File: src/rtl/data_mem_if.sv
// Request/response bundle between the MEM pipeline stage and the data-memory
// responder. The MEM stage drives the request side; the responder drives the
// completion side and the pipeline hold.
interface data_mem_if;
  logic        mem_read;
  logic        mem_write;
  logic [31:0] address;
  logic [31:0] write_data;
  logic [31:0] read_data;
  logic        ready;
  logic        freeze;
  logic        misaligned;

  modport master (
    output mem_read, mem_write, address, write_data,
    input  read_data, ready, freeze, misaligned
  );

  modport slave (
    input  mem_read, mem_write, address, write_data,
    output read_data, ready, freeze, misaligned
  );
endinterface

File: src/rtl/data_mem_responder.sv
// Multi-cycle data-memory responder. One word access is accepted at a time,
// the pipeline is held with freeze for LATENCY cycles, then the access commits
// and ready pulses for one cycle. Misaligned accesses never store and load a
// fixed poison word.
module data_mem_responder #(
  parameter int DEPTH   = 64,
  parameter int LATENCY = 3
) (
  input logic       clk,
  input logic       rst,
  data_mem_if.slave bus
);

  localparam int IDX_W = $clog2(DEPTH);
  localparam int ADR_W = IDX_W + 2;
  localparam int CNT_W = (LATENCY > 1) ? $clog2(LATENCY) : 1;
  localparam logic [CNT_W-1:0] CNT_LOAD = CNT_W'(LATENCY - 1);
  localparam logic [CNT_W-1:0] CNT_ONE  = CNT_W'(1);
  localparam logic [31:0] POISON_WORD   = 32'hDEAD_BEEF;

  typedef enum logic [1:0] {
    IDLE = 2'd0,
    BUSY = 2'd1,
    DONE = 2'd2
  } state_t;

  // Misalignment test on the byte offset of a word access.
  function automatic logic is_misaligned(input logic [ADR_W-1:0] a);
    return (a[1:0] != 2'b00);
  endfunction

  // Word index; upper address bits are dropped so accesses wrap.
  function automatic logic [IDX_W-1:0] word_index(input logic [ADR_W-1:0] a);
    return a[ADR_W-1:2];
  endfunction

  state_t            state_r;
  state_t            state_next_s;
  logic [CNT_W-1:0]  cnt_r;
  logic [CNT_W-1:0]  cnt_next_s;

  logic [ADR_W-1:0]  addr_r;
  logic [31:0]       wdata_r;
  logic              is_write_r;

  logic [31:0]       mem_r [DEPTH];
  logic [31:0]       read_data_r;
  logic              ready_r;
  logic              misaligned_r;

  logic              req_s;
  logic              accept_s;
  logic              commit_s;
  logic [ADR_W-1:0]  acc_addr_s;
  logic [31:0]       acc_wdata_s;
  logic              acc_write_s;
  logic              acc_misaligned_s;
  logic [IDX_W-1:0]  acc_idx_s;

  assign req_s = bus.mem_read | bus.mem_write;

  // Next-state and countdown logic for the IDLE/BUSY/DONE sequence.
  always_comb begin
    state_next_s = state_r;
    cnt_next_s   = cnt_r;
    accept_s     = 1'b0;
    case (state_r)
      IDLE: begin
        if (req_s) begin
          accept_s     = 1'b1;
          cnt_next_s   = CNT_LOAD;
          state_next_s = (LATENCY > 1) ? BUSY : DONE;
        end else begin
          state_next_s = IDLE;
        end
      end
      BUSY: begin
        cnt_next_s = cnt_r - CNT_ONE;
        if (cnt_r == CNT_ONE) begin
          state_next_s = DONE;
        end else begin
          state_next_s = BUSY;
        end
      end
      DONE: begin
        state_next_s = IDLE;
      end
      default: begin
        state_next_s = IDLE;
        cnt_next_s   = '0;
      end
    endcase
  end

  // Access operands: live bus values when committing straight out of IDLE
  // (single-cycle latency), otherwise the values latched at acceptance.
  always_comb begin
    acc_addr_s  = addr_r;
    acc_wdata_s = wdata_r;
    acc_write_s = is_write_r;
    if (state_r == IDLE) begin
      acc_addr_s  = bus.address[ADR_W-1:0];
      acc_wdata_s = bus.write_data;
      acc_write_s = bus.mem_write;
    end else begin
      acc_addr_s  = addr_r;
      acc_wdata_s = wdata_r;
      acc_write_s = is_write_r;
    end
  end

  assign acc_misaligned_s = is_misaligned(acc_addr_s);
  assign acc_idx_s        = word_index(acc_addr_s);
  assign commit_s         = (state_r != DONE) && (state_next_s == DONE);

  // FSM state and latency counter.
  always_ff @(posedge clk) begin
    if (!rst) begin
      state_r <= IDLE;
      cnt_r   <= '0;
    end else begin
      state_r <= state_next_s;
      cnt_r   <= cnt_next_s;
    end
  end

  // Capture the request on acceptance; a store wins over a simultaneous load.
  always_ff @(posedge clk) begin
    if (!rst) begin
      addr_r     <= '0;
      wdata_r    <= 32'h0000_0000;
      is_write_r <= 1'b0;
    end else if (accept_s) begin
      addr_r     <= bus.address[ADR_W-1:0];
      wdata_r    <= bus.write_data;
      is_write_r <= bus.mem_write;
    end
  end

  // Word storage: cleared by reset, written by an aligned store on commit.
  always_ff @(posedge clk) begin
    if (!rst) begin
      for (int i = 0; i < DEPTH; i++) begin
        mem_r[i] <= 32'h0000_0000;
      end
    end else if (commit_s && acc_write_s && !acc_misaligned_s) begin
      mem_r[acc_idx_s] <= acc_wdata_s;
    end
  end

  // Completion outputs; read_data only moves on a completed load.
  always_ff @(posedge clk) begin
    if (!rst) begin
      read_data_r  <= 32'h0000_0000;
      ready_r      <= 1'b0;
      misaligned_r <= 1'b0;
    end else begin
      ready_r      <= commit_s;
      misaligned_r <= commit_s & acc_misaligned_s;
      if (commit_s && !acc_write_s) begin
        read_data_r <= acc_misaligned_s ? POISON_WORD : mem_r[acc_idx_s];
      end
    end
  end

  assign bus.read_data  = read_data_r;
  assign bus.ready      = ready_r;
  assign bus.misaligned = misaligned_r;
  assign bus.freeze     = ((state_r == IDLE) & req_s) | (state_r == BUSY);

endmodule

File: src/flat_wrapper.sv
// flat-port wrapper written by rule: the top's interface ports become plain ports
module data_mem_responder_flat 
#(
  parameter int DEPTH   = 64,
  parameter int LATENCY = 3
)
  (clk, rst, bus_mem_read, bus_mem_write, bus_address, bus_write_data, bus_read_data, bus_ready, bus_freeze, bus_misaligned);
  data_mem_if bus_i ();
  input logic clk;
  input logic rst;
  input wire logic [$bits(bus_i.mem_read)-1:0] bus_mem_read;
  input wire logic [$bits(bus_i.mem_write)-1:0] bus_mem_write;
  input wire logic [$bits(bus_i.address)-1:0] bus_address;
  input wire logic [$bits(bus_i.write_data)-1:0] bus_write_data;
  output wire logic [$bits(bus_i.read_data)-1:0] bus_read_data;
  output wire logic [$bits(bus_i.ready)-1:0] bus_ready;
  output wire logic [$bits(bus_i.freeze)-1:0] bus_freeze;
  output wire logic [$bits(bus_i.misaligned)-1:0] bus_misaligned;
  assign bus_i.mem_read = bus_mem_read;
  assign bus_i.mem_write = bus_mem_write;
  assign bus_i.address = bus_address;
  assign bus_i.write_data = bus_write_data;
  assign bus_read_data = bus_i.read_data;
  assign bus_ready = bus_i.ready;
  assign bus_freeze = bus_i.freeze;
  assign bus_misaligned = bus_i.misaligned;
  data_mem_responder #(.DEPTH(DEPTH), .LATENCY(LATENCY)) u_core (.clk(clk), .rst(rst), .bus(bus_i));
endmodule
File: config.mk
export PLATFORM = sky130hd
export DESIGN_NAME = data_mem_responder_flat
export DESIGN_NICKNAME = d
export VERILOG_FILES = /design/src/rtl/data_mem_if.sv /design/src/rtl/data_mem_responder.sv /design/src/flat_wrapper.sv
export SDC_FILE = /design/constraint.sdc
export NUM_CORES = 2
export LEC_CHECK = 0
export ABC_AREA = 0
export CAP_MARGIN = 40
export CORE_MARGIN = 1
export CORE_UTILIZATION = 50
export CTS_CLUSTER_SIZE = 25
export DETAILED_ROUTE_END_ITERATION = 8
export GPL_ROUTABILITY_DRIVEN = 0
export PLACE_DENSITY = 0.66
export REMOVE_ABC_BUFFERS = 1
export SLEW_MARGIN = 10
export SYNTH_ARGS = -nofsm -noshare
export SYNTH_HDL_FRONTEND = slang
export SYNTH_SLANG_ARGS = --single-unit
File: constraint.sdc
create_clock -name clk -period 9.5 [get_ports clk]
set_input_delay 1.9 -clock clk [delete_from_list [all_inputs] [get_ports clk]]
set_output_delay 1.9 -clock clk [all_outputs]
set_load 0.02 [all_outputs]
# Word-level counts from Yosys, hierarchy flattened
# Memories as Yosys holds them, arrays and structs flattened.
# Cells that the tools add are included.
# op_classes
add_sub_neg	1
n_eq_ne	6
n_mux	18
n_bitwise	5
n_reduce_logical	10
# ops
cell	count
32-bit two-way mux	3
32-bit OR reduction	1
1-bit two-way mux	9
8-bit two-way mux	1
6-bit two-way mux	1
2-bit one-hot mux with 3 select lines	1
2-bit by 1-bit equality test with 1-bit output, second input constant	2
2-bit equality test, second input constant	2
1-bit logical AND	4
2-bit two-way mux	2
2-bit one-hot mux with 2 select lines	1
1-bit AND	2
1-bit zero test	2
2-bit zero test	1
2-bit by 1-bit inequality test with 1-bit output, second input constant	1
2-bit inequality test, second input constant	1
1-bit bitwise OR	2
2-bit AND reduction	1
2-bit nonzero test	1
2-bit by 1-bit subtractor with 2-bit output, second input constant	1
1-bit NOT	1
# word_totals
register_bits	79
mem_bits_rw	2048
input_bits	68
word_cells	49
mem_count	1
# memory_table
name	depth	word_bits	read_ports	rd_ports_with_merged_regs	write_ports	line_no	text
u_core.mem_r	64	32	1	0	64	data_mem_responder.sv:46	logic [31:0] mem_r [DEPTH];

# Logic depth before layout (Yosys ltp)
# logic_depth
depth_word	12
depth_mapped	12
mapped_depth_nobuf	8

# Worst setup path before layout
# No wires, ideal clock.
# synth_path
kind	input port to flip-flop
from	input bus_address[4]
to	memory u_core.mem_r[45][0] (enable)
arrival_time_ns	4.457
required_ns	9.111
path_slack_ns	4.654
path_stages	10
path_cell_list	buf_2 > or3b_2 > buf_2 > o22ai_1 > buf_4 > buf_4 > buf_2 > nand2_1 > clkbuf_1 > nand2_1
# synth_lines
item	line_no	text
start, declared	flat_wrapper.sv:13	input wire logic [$bits(bus_i.address)-1:0] bus_address;
end, declared	data_mem_responder.sv:46	

# Worst setup path after layout
# layout_path
from	input bus_address[3]
to	register u_core.read_data_r[6], in the netlist u_core.bus.read_data[6]
# layout_via
elab_chain_len	3
# layout_rtl
item	line_no	text
8-bit two-way mux	data_mem_responder.sv:101	if (state_r == IDLE) begin
memory 64 x 32 bit	-	
32-bit two-way mux	data_mem_responder.sv:161	read_data_r <= acc_misaligned_s ? POISON_WORD : mem_r[acc_idx_s];
end signal, assigned	data_mem_responder.sv:161	
end, declared	data_mem_responder.sv:47	logic [31:0] read_data_r;
# No other way between the ends.
# A chain may end at the register's enable or synchronous reset.

==> impl_metrics.json <==
{
  "nets": 7301,
  "crit_path_end_kind": "register",
  "synth_flop_cell": "edfxtp_1",
  "max_freq_mhz": 174,
  "antenna_found_initial": 35,
  "drive_gt1_frac": 0.115,
  "ir_drop_uv": 225,
  "drv_slew": 0,
  "pre_cts_slack_ps": 2980,
  "port_buffers": 78,
  "ys_seq_area_frac": 0.703,
  "initial_core_util": 0.503,
  "setup_tns_ps": 0,
  "synth-seq-cells": 2127,
  "outcome": "finished with violations",
  "setup_viol": 0,
  "min_period_ps": 5740,
  "yosysWarnings": 0,
  "power.density_nw_per_um2": 211,
  "netlist_instances": 7253,
  "worstSkewPairLatency_ps": 870,
  "drt-pass1-iter-count": 9,
  "clock_sinks": 2127,
  "drt_wl_total_um": 335000,
  "drtIter0Drc": 12600,
  "grt_start_max_net_pins": 75,
  "grt_pass1_wl_um": 462000,
  "cts-root-buf": "clkbuf_16",
  "wire_per_inst_um": 34.3,
  "crit_fanout": 67,
  "cts_tree": "built",
  "ant_nets": 0,
  "rsz0062_at_grt": "no",
  "cp.arrival_ps": 6450,
  "die-area_um2": 181000,
  "clockBufferDepth": 3,
  "async_flop_share": 0,
  "violations": "design-rule violations",
  "gr-usage-all-layers": 0.365,
  "hold_violations": 0,
  "avgSynthCellArea_um2": 12.4,
  "finClkSkew_ps": 39.2,
  "totalPowerFinal_mw": 21.5,
  "relSlewSlack": 0.259,
  "post_cts_resized": 0,
  "cts_buffers": 212,
  "syn2layout_area_growth_pct": 13.5,
  "ios": 103,
  "path_class": "in2reg",
  "tightestPinTransition_ps": 1110,
  "htree_num_levels": 4,
  "coreArea_um2": 178000,
  "nFillCells": 14200,
  "ys_types": 84,
  "die_h_um": 426,
  "fp.dieW_um": 426,
  "cp.required_ps": 10210,
  "cap_violations": 0,
  "hold_slack_ps": 481,
  "overflow": 0,
  "vias": 65700,
  "leakage_nw": 35.4,
  "finalCritPeriodShare": 0.604,
  "path_clk_slew_ps": 60,
  "rows": 155,
  "fin_ws_ps": 3760,
  "dp_hpwl_um": 196000,
  "min_path_type": "reg2reg",
  "post_cts_buffers": 0,
  "first_global_vias": 61500,
  "final_core_util": 0.571,
  "postCtsHoldBufs": 0,
  "viasPerCell": 6.72,
  "drc": 5,
  "cp-start-kind": "primary input",
  "synth_edf_count": 2048,
  "synth.cell_area_um2": 89800
}
## where the power goes
part	switching [mW]	total (mW)	leakage [nW]	internal, mW
Sequential	0.117	10.7	21.8	10.6
Combinational	1.95	2.61	10.4	0.665
Clock	3.63	8.22	3.27	4.59
## routing by layer
metal  vias to the layer above  global-route usage  wire length [um]
met4                        32               0.258             27600
li1                      26400                   -                 -
met5                         -             0.00661               375
met2                      5833               0.529            144000
met3                      1214               0.129             53800
met1                     32300               0.455            110000
## critical path: stages
cell             delay (ps)
clkdlybuf4s50_1         850
or3b_4                  490
nand2_8                 630
buf_4                   460
mux2_2                  380
a222oi_1                330
nand3_1                 400
a221oi_1                760
a31oi_1                 150
## flip-flops by register name, indices dropped and copies added, names as in the netlist
name	count
u_core.bus.ready	1
u_core.bus.misaligned	1
u_core.mem_r	2048
u_core.is_write_r	1
u_core.cnt_r	2
u_core.wdata_r	32
u_core.state_r	2
u_core.addr_r	8
u_core.bus.read_data	32
## synth_stat cells, types with 8 or more instances
cell / instances / area share
a2111oi_0: 8 / 0.00078
a21boi_0: 41 / 0.0034
a21oi_1: 107 / 0.0060
a221oi_1: 53 / 0.0052
a222oi_1: 59 / 0.0066
a22o_1: 56 / 0.0055
a22oi_1: 221 / 0.018
a31oi_1: 112 / 0.0078
a32o_1: 29 / 0.0032
a32oi_1: 14 / 0.0014
and3_1: 12 / 0.00084
and4_1: 8 / 0.00078
buf_1: 32 / 0.0013
buf_2: 114 / 0.0064
buf_4: 30 / 0.0025
buf_6: 14 / 0.0018
clkbuf_1: 493 / 0.021
dfxtp_1: 79 / 0.018
edfxtp_1: 2048 / 0.69
mux2_2: 72 / 0.0090
mux2i_1: 312 / 0.035
nand2_1: 587 / 0.025
nand2b_1: 9 / 0.00063
nand3_1: 58 / 0.0032
nand4_1: 14 / 0.00098
nor2_1: 2108 / 0.088
nor2_2: 8 / 0.00056
nor3_1: 32 / 0.0018
nor4_1: 8 / 0.00056
o2111ai_1: 8 / 0.00078
o21a_1: 8 / 0.00067
o21ai_0: 106 / 0.0059
o21bai_1: 8 / 0.00067
o221ai_1: 24 / 0.0023
o22a_1: 46 / 0.0045
o22ai_1: 174 / 0.012
o31a_1: 9 / 0.00088
o31ai_1: 22 / 0.0018
or4_1: 15 / 0.0013
## through the flow
stage               cell area, um^2  cells
floorplan                     86800   6570
global route                 102000   9767
detailed placement            94900   9353
CTS                          102000   9746
finish                       102000   9783
global placement              93300   9258
## final cells by class
class	count	area, um^2	share of cell area
sequential	2127	63100	0.619
multi-input combinational	4440	24500	0.240
clock buffer	288	5850	0.0574
timing repair buffer	448	4710	0.0462
tap	2355	2950	0.0289
clock inverter	105	833	0.00818
antenna	17	42.5	0.000417
inverter	3	11.3	0.000110
## kinds of logic after synthesis
kind of cell,count (synthesis),share of synthesized area
flops,2127,0.703
simple gates,2898,0.127
compound gates,1155,0.0936
mux,386,0.0442
fa+ha+maj,1,0.000139
buf+inv,686,0.0327
## worst paths after layout
kind / startpoint / to / slack, ps / depth (start not counted)
worst min-delay path: u_core.addr_r[1] / u_core.addr_r[1] / 480 / 2
worst max register to register: u_core.state_r[0] / u_core.bus.read_data[30] / 4810 / 9
worst max-delay path: bus_address[3] / u_core.bus.read_data[6] / 3760 / 9
worst min register to register: u_core.addr_r[1] / u_core.addr_r[1] / 480 / 2
## placed cells by master (no fill, tap or decap), drive strengths merged, types with 24 or more instances in the layout
master,count
nand3,58
a221oi,53
buf,365
a222oi,59
nand2,590
edfxtp,2048
dfxtp,79
nor2,2117
a21boi,41
a31oi,112
o221ai,24
a21oi,108
o22a,46
mux2,73
nor3,33
a22oi,224
clkdlybuf4s50,77
o22ai,179
mux2i,313
a22o,56
clkbuf,294
clkinv,90
a32o,29
o21ai,109
(Power assumes the default switching activity.)
